$ cat src/rtl/pc_fetch_sequencer.sv
// +------------------------------------------------------------------+
// | Module      : pc_fetch_sequencer                                 |
// | Description : Fetch PC owner; one-at-a-time imem request/response|
// |               with redirect, decode stall and misalign fault.    |
// | Revision    : 1.0  initial release                               |
// +------------------------------------------------------------------+
`default_nettype none

module pc_fetch_sequencer #(
  parameter logic [31:0] RESET_VECTOR = 32'h0000_0000
) (
  input  logic        clk,
  input  logic        rst_n,
  input  logic [31:0] PCTarget,
  input  logic        PCSrc,
  input  logic        Stall,
  output logic        ImemReqValid,
  output logic [31:0] ImemReqAddr,
  input  logic        ImemReqReady,
  input  logic        ImemRspValid,
  input  logic [31:0] ImemRspData,
  output logic        InstrValid,
  output logic [31:0] Instr,
  output logic [31:0] PC,
  output logic [31:0] PCPlus4,
  output logic        MisalignFault,
  output logic [31:0] FaultAddr
);

  localparam logic [1:0] c_st_req   = 2'd0;
  localparam logic [1:0] c_st_wait  = 2'd1;
  localparam logic [1:0] c_st_hold  = 2'd2;
  localparam logic [1:0] c_st_fault = 2'd3;

  logic [1:0]  r_state;
  logic [31:0] r_fetch_pc;
  logic [31:0] r_req_pc;
  logic        r_kill;

  logic [1:0]  w_state_nxt;
  logic [31:0] w_fetch_pc_nxt;
  logic [31:0] w_req_pc_nxt;
  logic        w_kill_nxt;
  logic        w_iv_nxt;
  logic [31:0] w_instr_nxt;
  logic [31:0] w_pc_nxt;
  logic [31:0] w_pcplus4_nxt;
  logic        w_fault_nxt;
  logic [31:0] w_faddr_nxt;
  logic        w_live;
  logic        w_redirect;
  logic        w_misalign;

  assign w_live     = (r_state != c_st_fault);
  assign w_redirect = w_live && PCSrc && (PCTarget[1:0] == 2'b00);
  assign w_misalign = w_live && PCSrc && (PCTarget[1:0] != 2'b00);

  always_ff @(posedge clk or negedge rst_n) begin
    if (!rst_n) begin
      r_state       <= c_st_req;
      r_fetch_pc    <= RESET_VECTOR;
      r_req_pc      <= '0;
      r_kill        <= 1'b0;
      InstrValid    <= 1'b0;
      Instr         <= '0;
      PC            <= '0;
      PCPlus4       <= '0;
      MisalignFault <= 1'b0;
      FaultAddr     <= '0;
    end else begin
      r_state       <= w_state_nxt;
      r_fetch_pc    <= w_fetch_pc_nxt;
      r_req_pc      <= w_req_pc_nxt;
      r_kill        <= w_kill_nxt;
      InstrValid    <= w_iv_nxt;
      Instr         <= w_instr_nxt;
      PC            <= w_pc_nxt;
      PCPlus4       <= w_pcplus4_nxt;
      MisalignFault <= w_fault_nxt;
      FaultAddr     <= w_faddr_nxt;
    end
  end

  always_comb begin
    w_state_nxt    = r_state;
    w_fetch_pc_nxt = r_fetch_pc;
    w_req_pc_nxt   = r_req_pc;
    w_kill_nxt     = r_kill;
    w_iv_nxt       = InstrValid;
    w_instr_nxt    = Instr;
    w_pc_nxt       = PC;
    w_pcplus4_nxt  = PCPlus4;
    w_fault_nxt    = MisalignFault;
    w_faddr_nxt    = FaultAddr;
    if (w_misalign) begin
      w_fault_nxt = 1'b1;
      w_faddr_nxt = PCTarget;
      w_iv_nxt    = 1'b0;
      w_kill_nxt  = 1'b0;
      w_state_nxt = c_st_fault;
    end else if (w_redirect) begin
      // Target is taken as-is; an in-flight request is marked for discard.
      w_fetch_pc_nxt = PCTarget;
      w_iv_nxt       = 1'b0;
      case (r_state)
        c_st_req: begin
          if (ImemReqReady) begin
            w_req_pc_nxt = r_fetch_pc;
            w_kill_nxt   = 1'b1;
            w_state_nxt  = c_st_wait;
          end
        end
        c_st_wait: begin
          if (ImemRspValid) begin
            w_kill_nxt  = 1'b0;
            w_state_nxt = c_st_req;
          end else begin
            w_kill_nxt  = 1'b1;
          end
        end
        default: w_state_nxt = c_st_req;
      endcase
    end else begin
      case (r_state)
        c_st_req: begin
          if (ImemReqReady) begin
            w_req_pc_nxt   = r_fetch_pc;
            w_fetch_pc_nxt = r_fetch_pc + 32'd4;
            w_state_nxt    = c_st_wait;
          end
        end
        c_st_wait: begin
          if (ImemRspValid) begin
            if (r_kill) begin
              w_kill_nxt  = 1'b0;
              w_state_nxt = c_st_req;
            end else begin
              w_instr_nxt   = ImemRspData;
              w_pc_nxt      = r_req_pc;
              w_pcplus4_nxt = r_req_pc + 32'd4;
              w_iv_nxt      = 1'b1;
              w_state_nxt   = c_st_hold;
            end
          end
        end
        c_st_hold: begin
          if (!Stall) begin
            w_iv_nxt    = 1'b0;
            w_state_nxt = c_st_req;
          end
        end
        default: w_state_nxt = c_st_fault;
      endcase
    end
  end

  // Request is suppressed combinationally while reset is held.
  always_comb begin
    ImemReqValid = rst_n && (r_state == c_st_req);
    ImemReqAddr  = r_fetch_pc;
  end

endmodule

`default_nettype wire
$ cat config.mk
export PLATFORM = sky130hd
export DESIGN_NAME = pc_fetch_sequencer
export DESIGN_NICKNAME = d
export VERILOG_FILES = /design/src/rtl/pc_fetch_sequencer.sv
export SDC_FILE = /design/constraint.sdc
export NUM_CORES = 1
export LEC_CHECK = 0
export CAP_MARGIN = 5
export CORE_ASPECT_RATIO = 1.1
export CORE_MARGIN = 2
export CORE_UTILIZATION = 44
export CTS_CLUSTER_SIZE = 28
export DETAILED_ROUTE_END_ITERATION = 7
export GPL_ROUTABILITY_DRIVEN = 0
export PLACE_DENSITY_LB_ADDON = 0.2
export SYNTH_ARGS = -nofsm -noshare
export SYNTH_HDL_FRONTEND = slang
export SYNTH_SLANG_ARGS = --single-unit
$ cat constraint.sdc
create_clock -name clk -period 2 [get_ports clk]
set_input_delay 0.4 -clock clk [delete_from_list [all_inputs] [get_ports clk]]
set_output_delay 0.4 -clock clk [all_outputs]
set_load 0.01 [all_outputs]
* Yosys cells after proc, flatten, opt, wreduce, memory -nomap -nowiden
Cells that the tools add are included.
Storage, ports and cells: bits in registers 197, input bits 70, logic and storage cells 67
Cells by class: $add $sub $neg 2, equal/unequal tests 8, mux-type cells 25, bitwise operators 3, reductions and logical operators 19
Operator list (count):
- $mux W32 | 3
- $add A32 B3 Y32 const B | 2
- $ne A4 B4 Y1 const B | 4
- $mux W2 | 7
- $mux W1 | 11
- $reduce_bool A3 Y1 | 3
- $reduce_and A4 Y1 | 2
- $pmux W2 S3 | 1
- $reduce_and A3 Y1 | 2
- $reduce_bool A2 Y1 | 3
- $reduce_and A5 Y1 | 1
- $logic_and A1 B1 Y1 | 4
- $logic_not A2 Y1 | 2
- $pmux W1 S2 | 2
- $pmux W2 S2 | 1
- $reduce_bool A4 Y1 | 1
- $ne A3 B3 Y1 const B | 1
- $not A1 Y1 | 3
- $eq A2 B1 Y1 const B | 1
- $eq A2 B2 Y1 const B | 1
- $ne A2 B2 Y1 const B | 1
- $reduce_and A2 Y1 | 1

* Depth between registers and ports, before layout
Gate-level depths: netlist of the first run.
depth in word-level cells 5, gate-level depth with buffers 9

* Worst setup path after synthesis of the first run
OpenSTA, ideal clock, no wires.
path kind reg-to-reg, start register r_state[0], end register r_state[0], setup time 0.119 ns, data arrival time 1.896 ns, data required time 1.881 ns, path slack -0.015 ns, cell stages (with the launch flop) 9, path buffers 2, period minus slack after synthesis 2.015 ns, cell sequence dfrtp_1 -> ha_1 -> nor2b_1 -> buf_2 -> and2_1 -> buf_2 -> o32ai_1 -> or4_1 -> o21a_1
Between the ends: word-level cells in the longest chain between the ends 5, elaborated cells between the ends (all ways) 15, classes of those cells 5 x eq/ne; 5 x mux; 5 x reduce/logical
RTL lines:
- start: declaration | line 35 | logic [1:0] r_state;
- start signal: assignment | line 60 | r_state <= c_st_req;
- start signal: assignment | line 71 | r_state <= w_state_nxt;
- $ne A2 B2 Y1 | line 54 | assign w_live = (r_state != c_st_fault);
- $logic_and A1 B1 Y1 | line 55, 56
- $logic_and A1 B1 Y1 (on tied branches) | line 55, 56
- $ne A4 B4 Y1 (no line), or another cell as far along
- $reduce_and A2 Y1 (no line) or $mux W2 (tied branches)
Parallel ways exist; a longest one is shown, timed or not. A chain may end at the register's enable or synchronous reset.

* Worst setup path in the final report of the first run
start register r_state[0], end register r_fetch_pc[17] (netlist: ImemReqAddr[17])
Between the ends: word-level cells in the longest chain between the ends 5, elaborated cells between the ends (all ways) 10, classes of those cells 1 x eq/ne; 1 x mux; 1 x bitwise; 7 x reduce/logical
RTL lines:
- $ne A2 B2 Y1 | line 54
- $logic_and A1 B1 Y1 | line 55, 56
- $logic_and A1 B1 Y1 (on tied branches) | line 55, 56
- $reduce_bool A2 Y1 (no line) or $not A1 Y1 (tied branches)
- $reduce_and A3 Y1 (no line)
- end signal: assignment | line 72 | r_fetch_pc <= w_fetch_pc_nxt;
- end: declaration | line 36 | logic [31:0] r_fetch_pc;
Parallel ways exist; a longest one is shown, timed or not.

==> results of run 1 <==
==> cell usage in the layout, fill, tap and decap left out, drive strengths merged, types with 11 or more instances in the layout <==
cell,instances
buf,69
clkbuf,23
clkdlybuf4s50,230
dfrtp,195
mux2,61
nand2,282
nand3,22
nand4,26
nor2,13
nor4,11
o21ai,65
xnor2,24
xor2,33
==> power by group <==
part	internal, uW	leakage (uW)	total, uW	switching [uW]
clock	1760	0.000265	3270	1510
sequential	5640	0.00245	7080	1430
combinational	4400	0.00267	7870	3460
==> sequential cells by signal (all words and copies together), names as in the netlist <==
name           flops
InstrValid         1
PCPlus4           30
r_kill             1
Instr             32
PC                32
ImemReqAddr       32
r_state            2
MisalignFault      1
FaultAddr         32
r_req_pc          32
==> repair_timing <==
action	CTS	global route
gates resized for setup	5	18
setup endpoints to repair	11	66
cloned	0	2
setup buffers	0	3
pin swaps	0	2
==> area by class of cell <==
| cell class | instances | area (sq um) | area share [%] |
|---|---|---|---|
| inverters | 9 | 33.8 | 0.274 |
| well taps | 247 | 309 | 2.50 |
| multi-input cells | 598 | 3570 | 29.0 |
| clock inverters | 10 | 105 | 0.851 |
| clock buffers | 21 | 450 | 3.65 |
| repair buffers | 302 | 2990 | 24.2 |
| flip-flops and latches | 195 | 4880 | 39.5 |
==> metrics by stage <==
step / power (uW) / setup TNS [ps] / utilization, %
after floorplan: 10200 / 0 / -
after global placement: 14800 / -19940 / 60.9
after detailed placement: 14900 / -21920 / 60.9
after CTS: 18300 / 0 / 63.8
after global routing: 19400 / -48.9 / 64.4
final: 18200 / 0 / 64.4
==> per-layer routing <==
metal	vias to the layer above	global-route usage [%]	routed length, um
met4	0	6.96	338
li1	3375	-	-
met3	19	5.32	1530
met5	-	0	0
met1	3344	29.2	10000
met2	207	37.4	11300
==> cell families after synthesis <==
logic type	synth area share [%]
muxes	8.34
AOI/OAI and AO/OA	5.17
DFF	56.8
buffers and inverters	2.59
adders and majority gates	0.873
and+or+nand+nor	20.4
xor gates and xnor gates	5.81
==> worst max-delay path, cell delays in order, from the launching register on <==
cell	delay [ps]
dfrtp_1	420
inv_2	100
ha_4	170
nand3_2	90
a21o_1	230
or4b_1	550
xor2_1	200
o21ai_2	60
==> worst max path at each step <==
stage | from | end | slack [ps] | depth (start not counted)
final | r_state[0]$_DFFE_PN0P_ | ImemReqAddr[17]$_DFFE_PN0P_ | 50 | 7
after global routing | r_state[0]$_DFFE_PN0P_ | ImemReqAddr[17]$_DFFE_PN0P_ | -20 | 7
after CTS | r_state[1]$_DFFE_PN0P_ | ImemReqAddr[31]$_DFFE_PN0P_ | 0.5 | 9
after detailed placement | PCTarget[0] | ImemReqAddr[10]$_DFFE_PN0P_ | -310 | 8
after global placement | PCTarget[0] | ImemReqAddr[29]$_DFFE_PN0P_ | -270 | 8
after floorplan | r_state[0]$_DFFE_PN0P_ | r_state[0]$_DFFE_PN0P_ | 30 | 8
==> metrics.md, run 1 <==
| Metric | Value |
|---|---|
| Placed Cells | 1,346 |
| Synth cell count leaders | nand2_1 (282), dfrtp_1 (195), mux2_2 (61) |
| Critical path class | reg -> reg |
| Max_cap viols | 0 |
| HP Class | in -> async |
| Fin. max-slew vios | 0 |
| Async set or reset register ratio after synthesis | 100% |
| Setup WS post-layout | 47.1 ps |
| Row count | 53 |
| Pre-CTS setup slack | -309 ps |
| Vias in the first global route | 6,895 |
| Setup Skew | 10.2 ps |
| Diodes inserted | 0 |
| Static Leak | 0.00539 uW |
| Cell area after placement | 11,700 sq um |
| Vias per inst | 5.03 |
| Syn_nets | 920 |
| Worst Path Max Fanout | 6 |
| Fin nets | 1,199 |
| Post-synthesis cell type count | 48 |
| Num CTS Buffers | 17 |
| R2r endpoint | ImemReqAddr[17]$_DFFE_PN0P_ |
| CP required | 2320 ps |
| Status | finished, final reports clean |
| Most frequent cell after synthesis | nand2_1 |
| Drt pass-1 iters | 4 |
| Initial Utilization | 44.8% |
| Wire per inst | 16.8 um |
| Post-synth EDFFs | 0 |
| Max Buffers Root-to-Sink | 2 |
| CTS root buf | clkbuf_16 |
| Fin. Hold Viols | 0 |
| Worst reg-to-reg path cell count | 7 |
| TritonCTS clock tree | yes |
| Ys flop type | dfrtp_1 |
| Initial drt markers | 375 |
| Clock transition at path regs | 70 ps |
| Total congestion overflow | 0 |
| All-layer global routing usage | 22.5% |
| Setup-failing EPs final | 0 |
| Die H | 151 um |
| Top cells by area, synth | dfrtp_1 (57%), nand2_1 (12%), mux2_2 (8.0%) |
| Top-level I/O count | 233 |
| Slew @ Worst Pin | 642 ps |
| Reg2reg setup slack | 50 ps |
| Total Die Area | 20,700 sq um |
| CP arrival | 2270 ps |
| Final wirelength | 23,200 um |
| Crit start category | register |
| Post-synth top area share | 56.8% |
| CORE AREA | 19,200 sq um |
| Layout cells sized above 1 | 16.7% |
| Max frequency | 512 MHz |
| Fin cells | 1,382 |
| Register area share after synthesis | 56.8% |
| Hold_ws | 37.1 ps |
| Initial antenna violation count | 0 |
| Peak VDD IR | 0.000729 V |
| Mean Syn Cell Area | 10.2 sq um |
| Worst skew pair latency | 430 ps |
| Die width | 137 um |
| Final Cycle Share | 97.6% |
| DRC viols | 0 |
| Worst slew margin | 57.2% |
| Synth-to-layout area growth | 43.6% |
| CP Capture Type | register |
| Yosys warns | 0 |
| Sink Count | 195 |
| DPL Wire Length | 16,900 um |
| Largest net degree at the start of global routing | 108 |
| Final instance area | 12,300 sq um |
| Htree depth | 4 |
| Fill count | 1,598 |
| Worst r2r src | r_state[0]$_DFFE_PN0P_ |
| Post-Syn Instances | 844 |
| Yosys reg bits | 195 |
| Global-route wire length before repair | 36,000 um |
| PD cells | 1480 nW/um^2 |
| Antenna-violating nets left | 0 |
| Leading area contributor after synthesis | dfrtp_1 |
| Mapped Area | 8590 sq um |
| Detailed-route via count | 6,945 |
| Hold Buf Count CTS | 0 |
| Port Buffers | 232 |
| Tmin final | 1950 ps |
No activity file was read; power rests on OpenSTA's default activity.
==> inputs of run 2 (changes only) <==
Settings changed: CAP_MARGIN 5 to 30, CELL_PAD_IN_SITES_DETAIL_PLACEMENT from default to 0, CELL_PAD_IN_SITES_GLOBAL_PLACEMENT from default to 1, CORE_UTILIZATION 44 to 33, REMOVE_ABC_BUFFERS from default to 1.
==> metrics.md, run 2 (same netlist as run 1, synthesis figures left out) <==
| Metric | Value |
|---|---|
| P_sw | 6430 uW (+0.39%) |
| Switch share | 34.2% (-0.94 points) |
| Placed Cells | 1,455 (+8.1%) |
| Max Buffers Root-to-Sink | 2 (unchanged) |
| Setup-failing EPs final | 0 (unchanged) |
| PD cells | 1480 nW/um^2 (+0.57%) |
| Diodes inserted | 0 (unchanged) |
| Slew @ Worst Pin | 557 ps (-84.8 ps) |
| DPL Wire Length | 17,300 um (+2.2%) |
| Largest net degree at the start of global routing | 95 (-12%) |
| Initial drt markers | 417 (+11%) |
| Final Util | 49.8% (-15 points) |
| Most frequent cells in the layout | nand2_1 (281), clkdlybuf4s50_1 (228), dfrtp_1 (193), buf_4 (69), mux2_2 (61) |
| Fin. Hold Viols | 0 (unchanged) |
| Total congestion overflow | 0 (unchanged) |
| Critical path class | reg -> out |
| Vias in the first global route | 7,007 (+1.6%) |
| Peak VDD IR | 0.000649 V (-11%) |
| Htree depth | 4 (unchanged) |
| Sequential power share | 36.9% (-2.0 points) |
| Final Cycle Share | 97.1% (-0.53 points) |
| Synth-to-layout area growth | 47.3% |
| CP required | 1600 ps (-720 ps) |
| Antenna-violating nets left | 0 (unchanged) |
| Comb pwr share | 43.7% (+0.5 points) |
| Setup tns final | 0 ps (unchanged) |
| Worst slew margin | 62.8% (+5.6 points) |
| Sink Count | 195 (unchanged) |
| CP max stage cell | clkdlybuf4s50_1 |
| Setup Skew | 14.3 ps (+4.08 ps) |
| Int Power | 12,400 uW (+4.7%) |
| CP arrival | 1540 ps (-730 ps) |
| Vias per inst | 4.60 (-8.5%) |
| Initial Utilization | 33.8% (-11 points) |
| Detailed-route via count | 6,871 (-1.1%) |
| HP Class | reg -> reg |
| Layout cells sized above 1 | 17.8% (+1.0 points) |
| Clock Power Share | 19.5% (+1.6 points) |
| Worst Path Max Fanout | 4 (-2) |
| Static Leak | 0.00553 uW (+2.7%) |
| Die width | 158 um (+15%) |
| Fill count | 2,384 (+49%) |
| Port Buffers | 232 (unchanged) |
| Initial antenna violation count | 0 (unchanged) |
| Fin. max-slew vios | 0 (unchanged) |
| Global-route wire length before repair | 38,400 um (+6.6%) |
| Worst path max stage delay | 570 ps (+20 ps) |
| Total Die Area | 27,400 sq um (+32%) |
| Crit start category | register |
| All-layer global routing usage | 17.9% (-4.6 points) |
| Num CTS Buffers | 17 (unchanged) |
| DRC viols | 0 (unchanged) |
| Tmin final | 1940 ps (-10.5 ps) |
| Top-level I/O count | 233 (unchanged) |
| Hold_ws | 470 ps (+433 ps) |
| Clock transition at path regs | 80 ps (about the same) |
| CORE AREA | 25,400 sq um (+33%) |
| Wire per inst | 16.2 um (-3.5%) |
| CTS root buf | clkbuf_16 |
| Max frequency | 515 MHz (+0.54%) |
| Unrepaired setup endpoints after global routing | true |
| Final wirelength | 24,200 um (+4.3%) |
| Cell chain of the critical path | buf_4 > clkdlybuf4s50_1 |
| Total power | 18,800 uW (+3.2%) |
| Status | finished, final reports clean |
| Max_cap viols | 0 (unchanged) |
| Die H | 173 um (+15%) |
| Drt pass-1 iters | 6 (+2) |
| Fin cells | 1,494 (+8.1%) |
| TritonCTS clock tree | yes |
| Fin nets | 1,213 (+1.2%) |
| Commonest non-fill, non-tap cell in the layout | nand2_1 |
| CP Capture Type | output port |
| Worst skew pair latency | 440 ps (about the same) |
| Row count | 61 (+15%) |
## run 2: area by class of cell
class,count,area (sq um),share of cell area [%]
Clock buffer,18,439,3.47
Clock inverter,12,180,1.42
Inverter,9,33.8,0.267
Multi-Input combinational cell,598,3550,28.1
Sequential cell,195,4880,38.6
Tap cell,346,433,3.42
Timing Repair Buffer,316,3140,24.8
## run 2: worst max-delay path: cells and delay by family (launching register included)
kind | cells | cell delay, ps
flip-flops | 1 | 370
buffers and inverters | 2 | 730
## run 2: power groups by stage
stage	Clock (uW)	Sequential, uW	Combinational [uW]
after floorplan	0	7600	2550
after global placement	0	6960	7970
after detailed placement	0	7000	8050
after CTS	3790	6940	8130
after global routing	3950	7190	8950
final	3660	6920	8200
## run 2: routing by layer
metal / vias to the layer above / share of wire, % / GRT usage, %
li1: 3410 / - / -
met5: - / 0 / 0
met2: 160 / 48 / 29.3
met4: 0 / 1.1 / 4.47
met1: 3283 / 46 / 24.2
met3: 18 / 4.9 / 3.90
## run 2: final timing paths
kind                                              to  depth (start not counted)                         from  slack [ps]
setup / recovery                     ImemReqAddr[27]                          2  ImemReqAddr[27]$_DFFE_PN0P_          60
hold / removal             MisalignFault$_DFFE_PN0P_                          1    MisalignFault$_DFFE_PN0P_         470
setup reg to reg              r_state[0]$_DFFE_PN0P_                          7       r_state[0]$_DFFE_PN0P_          80
hold reg to reg            MisalignFault$_DFFE_PN0P_                          1    MisalignFault$_DFFE_PN0P_         470
max in group asynchronous       Instr[0]$_DFFE_PN0P_                          4                        rst_n         650
min in group asynchronous  FaultAddr[17]$_DFFE_PN0P_                          3                        rst_n         520
## run 2: timing repair
action,CTS,global route
pin swaps,0,2
endpoints found under the setup margin,26,80
endpoints found under the hold margin,20,0
resized for setup,7,19
setup buffers,2,3
cloned,0,3
hold buffers,1,0
## run 2: stage by stage
stage                     area (sq um)  worst slack (ps)
after floorplan                   8410             -1640
after global placement           11900              -326
after detailed placement         11900              -380
after CTS                        12500              10.2
after global routing             12700             -7.52
final                            12700              57.6
